<file path="src/rtl/clock_display_scan.sv">
// clock_display_scan: scans a 6-digit common-anode 7-segment display (HH.MM.SS)
// from the binary time-of-day counter. One snapshot of hour/min/sec is taken per
// frame, so the digits of a frame always belong to the same instant.
`timescale 1ns/1ps

module clock_display_scan #(
    parameter int HOUR_W   = 3,
    parameter int MIN_W    = 4,
    parameter int SEC_W    = 5,
    parameter int SCAN_DIV = 4,
    parameter bit BLANK_LZ = 1'b1
) (
    input  logic              clk,
    input  logic              rstn,
    input  logic [HOUR_W-1:0] hour,
    input  logic [MIN_W-1:0]  min,
    input  logic [SEC_W-1:0]  sec,
    output logic [5:0]        an,
    output logic [6:0]        seg,
    output logic              dp,
    output logic              snap_stb
);

    localparam int             DIV_W    = $clog2(SCAN_DIV);
    localparam logic [DIV_W-1:0] DIV_LAST = DIV_W'(SCAN_DIV - 1);
    localparam logic [2:0]     LAST_IDX = 3'd5;

    // Scan state and frame snapshot
    logic             r_valid;
    logic [2:0]       r_idx;
    logic [DIV_W-1:0] r_div_cnt;
    logic [5:0]       r_snap_hour;
    logic [5:0]       r_snap_min;
    logic [5:0]       r_snap_sec;

    // Registered display outputs
    logic [5:0]       r_an;
    logic [6:0]       r_seg;
    logic             r_dp;
    logic             r_snap_stb;

    // Decode of the digit currently addressed by r_idx
    logic [5:0]       w_field;
    logic [2:0]       w_tens;
    logic [5:0]       w_ones;
    logic [5:0]       w_digit;
    logic [6:0]       w_seg;
    logic             w_blank;

    // Select the snapshot field for the current digit and split it into tens/ones
    always_comb begin
        // NOTE: every combinational output gets a default first, so no path
        // leaves a value unassigned and no latch is inferred.
        w_field = r_snap_hour;
        case (r_idx[2:1])
            2'd0:    w_field = r_snap_sec;
            2'd1:    w_field = r_snap_min;
            default: w_field = r_snap_hour;
        endcase

        // Field values are at most 63, so the tens digit is found by a short compare chain.
        if      (w_field >= 6'd60) w_tens = 3'd6;
        else if (w_field >= 6'd50) w_tens = 3'd5;
        else if (w_field >= 6'd40) w_tens = 3'd4;
        else if (w_field >= 6'd30) w_tens = 3'd3;
        else if (w_field >= 6'd20) w_tens = 3'd2;
        else if (w_field >= 6'd10) w_tens = 3'd1;
        else                       w_tens = 3'd0;

        w_ones  = w_field - (6'(w_tens) * 6'd10);
        w_digit = r_idx[0] ? 6'(w_tens) : w_ones;

        // Leading-zero blanking applies only to the hour tens digit.
        w_blank = BLANK_LZ && (r_idx == LAST_IDX) && (w_tens == 3'd0);
    end

    // Decimal digit to active-low segment pattern {g,f,e,d,c,b,a}
    always_comb begin
        w_seg = 7'h7F;
        case (w_digit)
            6'd0:    w_seg = 7'h40;
            6'd1:    w_seg = 7'h79;
            6'd2:    w_seg = 7'h24;
            6'd3:    w_seg = 7'h30;
            6'd4:    w_seg = 7'h19;
            6'd5:    w_seg = 7'h12;
            6'd6:    w_seg = 7'h02;
            6'd7:    w_seg = 7'h78;
            6'd8:    w_seg = 7'h00;
            6'd9:    w_seg = 7'h10;
            default: w_seg = 7'h7F;
        endcase
    end

    // Scan sequencing, frame snapshot and registered display drive
    always_ff @(posedge clk) begin
        // NOTE: sequential state uses non-blocking assignments so every register
        // here sees the pre-edge values of the others, independent of statement order.
        if (!rstn) begin
            r_valid     <= 1'b0;
            r_idx       <= 3'd0;
            r_div_cnt   <= '0;
            r_snap_hour <= 6'd0;
            r_snap_min  <= 6'd0;
            r_snap_sec  <= 6'd0;
            r_an        <= 6'h3F;
            r_seg       <= 7'h7F;
            r_dp        <= 1'b1;
            r_snap_stb  <= 1'b0;
        end else if (!r_valid) begin
            // First edge out of reset: capture the time, display stays dark.
            r_valid     <= 1'b1;
            r_snap_hour <= 6'(hour);
            r_snap_min  <= 6'(min);
            r_snap_sec  <= 6'(sec);
            r_snap_stb  <= 1'b1;
            r_an        <= 6'h3F;
            r_seg       <= 7'h7F;
            r_dp        <= 1'b1;
        end else begin
            if (w_blank) begin
                r_an  <= 6'h3F;
                r_seg <= 7'h7F;
            end else begin
                r_an  <= ~(6'b000001 << r_idx);
                r_seg <= w_seg;
            end
            r_dp       <= !((r_idx == 3'd2) || (r_idx == 3'd4));
            r_snap_stb <= 1'b0;

            if (r_div_cnt == DIV_LAST) begin
                r_div_cnt <= '0;
                if (r_idx == LAST_IDX) begin
                    // Frame wrap: the next frame starts from a fresh snapshot.
                    r_idx       <= 3'd0;
                    r_snap_hour <= 6'(hour);
                    r_snap_min  <= 6'(min);
                    r_snap_sec  <= 6'(sec);
                    r_snap_stb  <= 1'b1;
                end else begin
                    r_idx <= r_idx + 3'd1;
                end
            end else begin
                r_div_cnt <= r_div_cnt + DIV_W'(1);
            end
        end
    end

    assign an       = r_an;
    assign seg      = r_seg;
    assign dp       = r_dp;
    assign snap_stb = r_snap_stb;

endmodule

</file>
<file path="config.mk">
export PLATFORM = sky130hd
export DESIGN_NAME = clock_display_scan
export DESIGN_NICKNAME = d
export VERILOG_FILES = /design/src/rtl/clock_display_scan.sv
export SDC_FILE = /design/constraint.sdc
export NUM_CORES = 1
export LEC_CHECK = 0
export BUFFER_PORTS_ARGS = -buffer_cell sky130_fd_sc_hd__buf_2
export CAP_MARGIN = 25
export CORE_MARGIN = 5
export CORE_UTILIZATION = 35
export CTS_CLUSTER_SIZE = 10
export DETAILED_ROUTE_END_ITERATION = 16
export PLACE_DENSITY = 0.62
export SETUP_SLACK_MARGIN = 0.05
export SKIP_LAST_GASP = 1
export SYNTH_ARGS = -nofsm -noshare
export SYNTH_HDL_FRONTEND = slang
export SYNTH_SLANG_ARGS = --single-unit
</file>
<file path="constraint.sdc">
create_clock -name clk -period 3.74 [get_ports clk]
set_input_delay 0.561 -clock clk [delete_from_list [all_inputs] [get_ports clk]]
set_output_delay 0.561 -clock clk [all_outputs]
set_load 0.01 [all_outputs]
</file>
Word-level counts from Yosys, hierarchy flattened

Memories as Yosys holds them, arrays and structs flattened. A register that Yosys moved wholly into a read port is not among the register bits.
Index checks and enable logic that the tools add are counted.

Memories kept: 1
ROM bits: 112
Memory bits (writable): 0
Latch bits: 0
Bits of input ports: 14
Output and inout port bits: 15
Register bits after elaboration: 26

Bitwise operators: 4
Shift-type cells: 1
$mul: 1
Add/sub/neg operators: 3
Reduce and logical (&&, ||, !) cells: 11
Div/mod/pow operators: 0
Equality and inequality tests: 7
Order comparisons: 6
Muxes and demuxes: 23

Memories:

| name            | words | bits a word | rd ports | clocked after Yosys merged registers in | write ports | RTL line | source |
|---|---|---|---|---|---|---|---|
| (no name shown) | 16    | 7           | 1        | 1                                       | 0           | 80       | `case (w_digit)` |

Operators by type and width:

| kind                                                                     | number |
|---|---|
| 3-bit 2-to-1 mux                                                         | 7 |
| 6-bit >= comparator (second input constant)                              | 3 |
| 5-bit 2-to-1 mux                                                         | 3 |
| 6-bit by 5-bit >= comparator with 1-bit output (second input constant)   | 2 |
| 4-bit 2-to-1 mux                                                         | 3 |
| 5-bit case mux with 2 select lines                                       | 1 |
| 3-bit == test (second input constant)                                    | 2 |
| 6-bit by 4-bit >= comparator with 1-bit output (second input constant)   | 1 |
| 2-bit 2-to-1 mux                                                         | 3 |
| 6-bit 2-to-1 mux                                                         | 1 |
| 6-bit NOT                                                                | 1 |
| 2-bit AND reduction                                                      | 3 |
| 1-bit by 3-bit left shift with 6-bit output (first input constant)       | 1 |
| 6-bit subtractor                                                         | 1 |
| 3-bit by 3-bit multiplier with 5-bit output (second input constant)      | 1 |
| 1-bit 2-to-1 mux                                                         | 5 |
| 2-bit zero test                                                          | 2 |
| 2-bit by 1-bit inequality test with 1-bit output (second input constant) | 2 |
| 4-bit OR reduction                                                       | 1 |
| 3-bit by 1-bit adder with 3-bit output (second input constant)           | 1 |
| 3-bit by 2-bit == test with 1-bit output (second input constant)         | 1 |
| 3-bit zero test                                                          | 1 |
| 1-bit NOT                                                                | 3 |
| 3-bit OR reduction                                                       | 1 |
| 6 further kinds                                                          | 6 |

Longest topological paths before layout

Word-level depth: 15
Depth in mapped cells: 14
Gate-level depth less buffers: 13

Least setup slack after synthesis

OpenSTA, ideal clock, no wires.

Path kind: reg-to-reg
Start: reg r_idx[2]
End: reg r_seg[4] (netlist: seg[4])
Period minus slack after synthesis: 2.723 ns
Arrival: 2.573 ns
Cell stages (with the launch flop): 15
Setup slack: 1.017 ns
Data required time: 3.590 ns
Library setup time: 0.150 ns
Path through: dfxtp_1 buf_2 nor2b_1 a21oi_1 a22o_1 and2_1 a21o_1 ha_1 inv_1 fa_1 xor2_1 nand2_1 nand2_1 a211oi_1 o211ai_1

Cells in the longest elaborated chain, start to end: 15

RTL lines:

| item                                                                        | RTL line | source |
|---|---|---|
| start, declared                                                             | 30       | `logic [2:0] r_idx;` |
| start signal, assigned                                                      | 141      | `r_idx <= r_idx + 3'd1;` |
| 2-bit by 1-bit == test with 1-bit output or 2-bit zero test (tied branches) | 55       | `case (r_idx[2:1])` |
| 5-bit case mux with 2 select lines                                          | 55       |  |
| 6-bit by 4-bit >= comparator with 1-bit output                              | 67       | `else if (w_field >= 6'd10) w_tens = 3'd1;` |
| 1-bit 2-to-1 mux                                                            | 67       |  |
| 2-bit 2-to-1 mux                                                            | 66       | `else if (w_field >= 6'd20) w_tens = 3'd2;` |
| 2-bit 2-to-1 mux                                                            | 65       | `else if (w_field >= 6'd30) w_tens = 3'd3;` |
| 3-bit 2-to-1 mux                                                            | 64       | `else if (w_field >= 6'd40) w_tens = 3'd4;` |
| 3-bit 2-to-1 mux                                                            | 63       | `else if (w_field >= 6'd50) w_tens = 3'd5;` |
| 3-bit 2-to-1 mux                                                            | 62       | `if (w_field >= 6'd60) w_tens = 3'd6;` |
| 3-bit by 3-bit multiplier with 5-bit output                                 | 70       | `w_ones = w_field - (6'(w_tens) * 6'd10);` |
| 6-bit subtractor                                                            | 70       |  |
| 6-bit 2-to-1 mux                                                            | 71       | `w_digit = r_idx[0] ? 6'(w_tens) : w_ones;` |
| 2-bit zero test                                                             | 80       |  |
| 1-bit NOT (no line)                                                         | n/a      |  |
| 4-bit OR reduction (no line)                                                | n/a      |  |
| end, declared                                                               | 38       | `logic [6:0] r_seg;` |

Several ways; a longest one is shown, not always the timed one.
A chain may end at the register's enable or synchronous reset.

Final worst setup path

Start: reg r_idx[1]
End: reg r_seg[4] (netlist: seg[4])

Same word-level chain as after synthesis.

==> metrics.md <==
| Metric | Value |
|---|---|
| Clock share of power | `0.394` |
| Largest net degree at the start of global routing | `25` |
| Rows | `25` |
| Placed inst area | `1840 sq um` |
| Status | `finished, final reports clean` |
| Syn nets | `205` |
| CP arrival | `3.37 ns` |
| Logic pwr share | `0.175` |
| Pwr dens | `450 nW/um^2` |
| Mean post-synth cell area | `9.33 sq um` |
| DRC viols | `0` |
| I/O pin count | `29` |
| Syn Std Cell Area | `1670 sq um` |
| Commonest non-fill, non-tap cell in the layout | `dfxtp_1` |
| Total GRT Usage | `0.113` |
| Rel. slew slack | `0.641` |
| Drt wl/cell | `12.1 um` |
| N_diodes | `0` |
| RSZ-0062 raised after global routing | `false` |
| CTS tree | `done` |
| Primary FF master, synth | `dfxtp_1` |
| Worst slew pin tran | `0.536 ns` |
| Crit path max fanout | `14` |
| Vias | `1275` |
| FF+latch count, synth | `33` |
| Drt initial violations | `53` |
| Netlist cell types | `39` |
| Peak VDD IR | `143 uV` |
| IO buf count | `28` |
| Fill count | `482` |
| Clock sink count | `33` |
| Resize count post-CTS | `0` |
| Sequential area share after synthesis | `0.396` |
| Synthesis warning total | `0` |
| Reg clk slew, reported paths | `0.07 ns` |
| Post-synth EDFFs | `0` |
| H-Tree Level Count | `2` |
| Max-slew violations | `0` |
| Post-DP HPWL | `2350 um` |
| Area delta synth->final | `17.5%` |
| Setup bufs post-CTS | `0` |
| Clock root buffer master | `clkbuf_8` |
| FF/Latch Area | `661 sq um` |
| Pre-antenna DRT Iters | `4` |
| Multi-input gate area | `947 sq um` |
| CTS Buf Count | `5` |
| Most frequent cells in the layout | `33 x dfxtp_1, 28 x buf_2, 20 x nor2b_1, 18 x mux2i_1, 13 x nand3_1` |
| Routed wire length | `3160 um` |
| Die footprint | `6250 sq um` |
| Fmax | `310 MHz` |
| Switching share of power | `0.260` |
| Max-Cap Viols | `0` |
| Worst Setup Start Kind | `flop` |
| Required time of the critical path | `3.88 ns` |
| Total Neg Setup Slack | `0 ns` |
| Internal | `654 uW` |
| Setup Skew | `0.0104 ns` |
| Die X | `79.1 um` |
| Layout Nets | `233` |
| Cell area after layout | `1960 sq um` |
| Antenna violations before repair | `0` |
| Final setup fails | `0` |
| Async S/R FF share, synth | `0` |
| WS Path Type | `reg -> reg` |
| Final min period | `3.23 ns` |
| Fraction of power consumed by sequential logic | `0.431` |
| Final worst-path setup slack | `0.511 ns` |
| Post-route clock period utilization | `0.863` |
| Weighted congestion at the end of routability-driven global placement | `0.806` |
| Die height | `79.1 um` |
| Pre-CTS WS | `0.493 ns` |
| First-pass GRT wire length | `5510 um` |
| Via density | `4.87` |
| Clock Path Buffers | `2` |
| Cell leakage power | `0.833 nW` |
| Share of layout cells above drive strength 1 | `0.197` |
| Total net switching power | `230 uW` |
| Hold Crit Class | `reg -> reg` |
| Final Hold Fails | `0` |
| Worst Setup End Kind | `flop` |
| Post-CTS Hold Buffers | `0` |
| Core area | `4690 sq um` |
| Initial Util | `0.356` |
| Number of global-route vias before repair | `1239` |
| Congestion Overflow GR | `0` |
| Worst-Skew Late Latency | `0.29 ns` |
| Synth Instances | `179` |
| Detail Route Antenna Nets | `0` |
## power groups by stage
stage / Sequential (mW) / Clock (mW) / Combinational [mW]
floorplan: 0.389 / 0 / 0.116
global placement: 0.389 / 0 / 0.155
detailed placement: 0.389 / 0 / 0.155
CTS: 0.381 / 0.355 / 0.156
global route: 0.384 / 0.371 / 0.176
finish: 0.381 / 0.348 / 0.155
## flip-flops by register name (all words and copies together), names as in the netlist
signal,cells
an,6
r_idx,3
r_snap_sec,5
r_snap_min,4
dp,1
r_valid,1
r_snap_hour,3
snap_stb,1
r_div_cnt,2
seg,7
## worst paths after layout
check               startpoint            to  slack (ns)  cells past startpoint
setup / recovery      r_idx[1]        seg[4]        0.51                     13
setup reg to reg      r_idx[1]        seg[4]        0.51                     13
hold / removal    r_div_cnt[1]  r_div_cnt[1]        0.53                      2
hold reg to reg   r_div_cnt[1]  r_div_cnt[1]        0.53                      2
## worst max-delay path: stages (launching register included)
cell      delay [ns]
dfxtp_1         0.63
mux2i_1         0.14
a21oi_1         0.39
a22o_1          0.26
and2_1          0.15
a21o_1          0.09
ha_1            0.16
inv_1           0.05
fa_1            0.41
xor2_1          0.19
nand2_1         0.16
nand2_1         0.08
a211oi_1        0.24
o211ai_1        0.13
## final cells by class
type | instances | area share
clock inverters | 2 | 0.0191
multi-input cells | 132 | 0.483
inverters | 7 | 0.0134
well taps | 54 | 0.0344
flip-flops and latches | 33 | 0.337
clock buffers | 6 | 0.0421
repair buffers | 28 | 0.0714
## kinds of logic (layout without fill, tap and decap cells)
group                      Yosys count  count (layout)  synth area share
xor gates and xnor gates             3               3            0.0157
and+or+nand+nor                     70              70             0.232
other                                1               1           0.00225
DFF                                 33              33             0.396
AOI/OAI and AO/OA                   27              27             0.108
buffers and inverters               14              43            0.0375
muxes                               19              19             0.115
adders and majority gates           12              12            0.0944
## layer usage
metal,track usage,wire [um]
met5,0,0
met2,0.182,1430
met3,0.0374,156
met4,0.0567,54
met1,0.134,1520
## cells in the mapped netlist (2+ instances only)
cell	n	area share
or3_1	3	0.011
nand4_1	2	0.0075
nand2b_1	4	0.015
buf_2	2	0.0060
dfxtp_1	33	0.40
ha_1	11	0.082
a211oi_1	3	0.013
a31oi_1	2	0.0075
nand3_1	13	0.039
inv_1	5	0.011
nor2_1	8	0.018
and2_1	6	0.022
o21ai_0	5	0.015
inv_2	2	0.0045
a21oi_1	7	0.021
nand2_1	10	0.022
nor2b_1	20	0.075
o21ai_1	2	0.0060
clkbuf_1	3	0.0067
mux2i_1	18	0.11
xor2_1	2	0.010
## stage by stage
stage	util	total power, mW	hold WS (ns)	std cells
2_1_floorplan	-	0.505	0.473	179
3_3_place_gp	0.393	0.545	0.499	254
3_5_place_dp	0.393	0.544	0.501	254
4_1_cts	0.418	0.892	0.526	262
5_1_grt	0.418	0.931	0.528	262
6_report	0.418	0.883	0.527	262
Power figures use the tool's default switching activity.
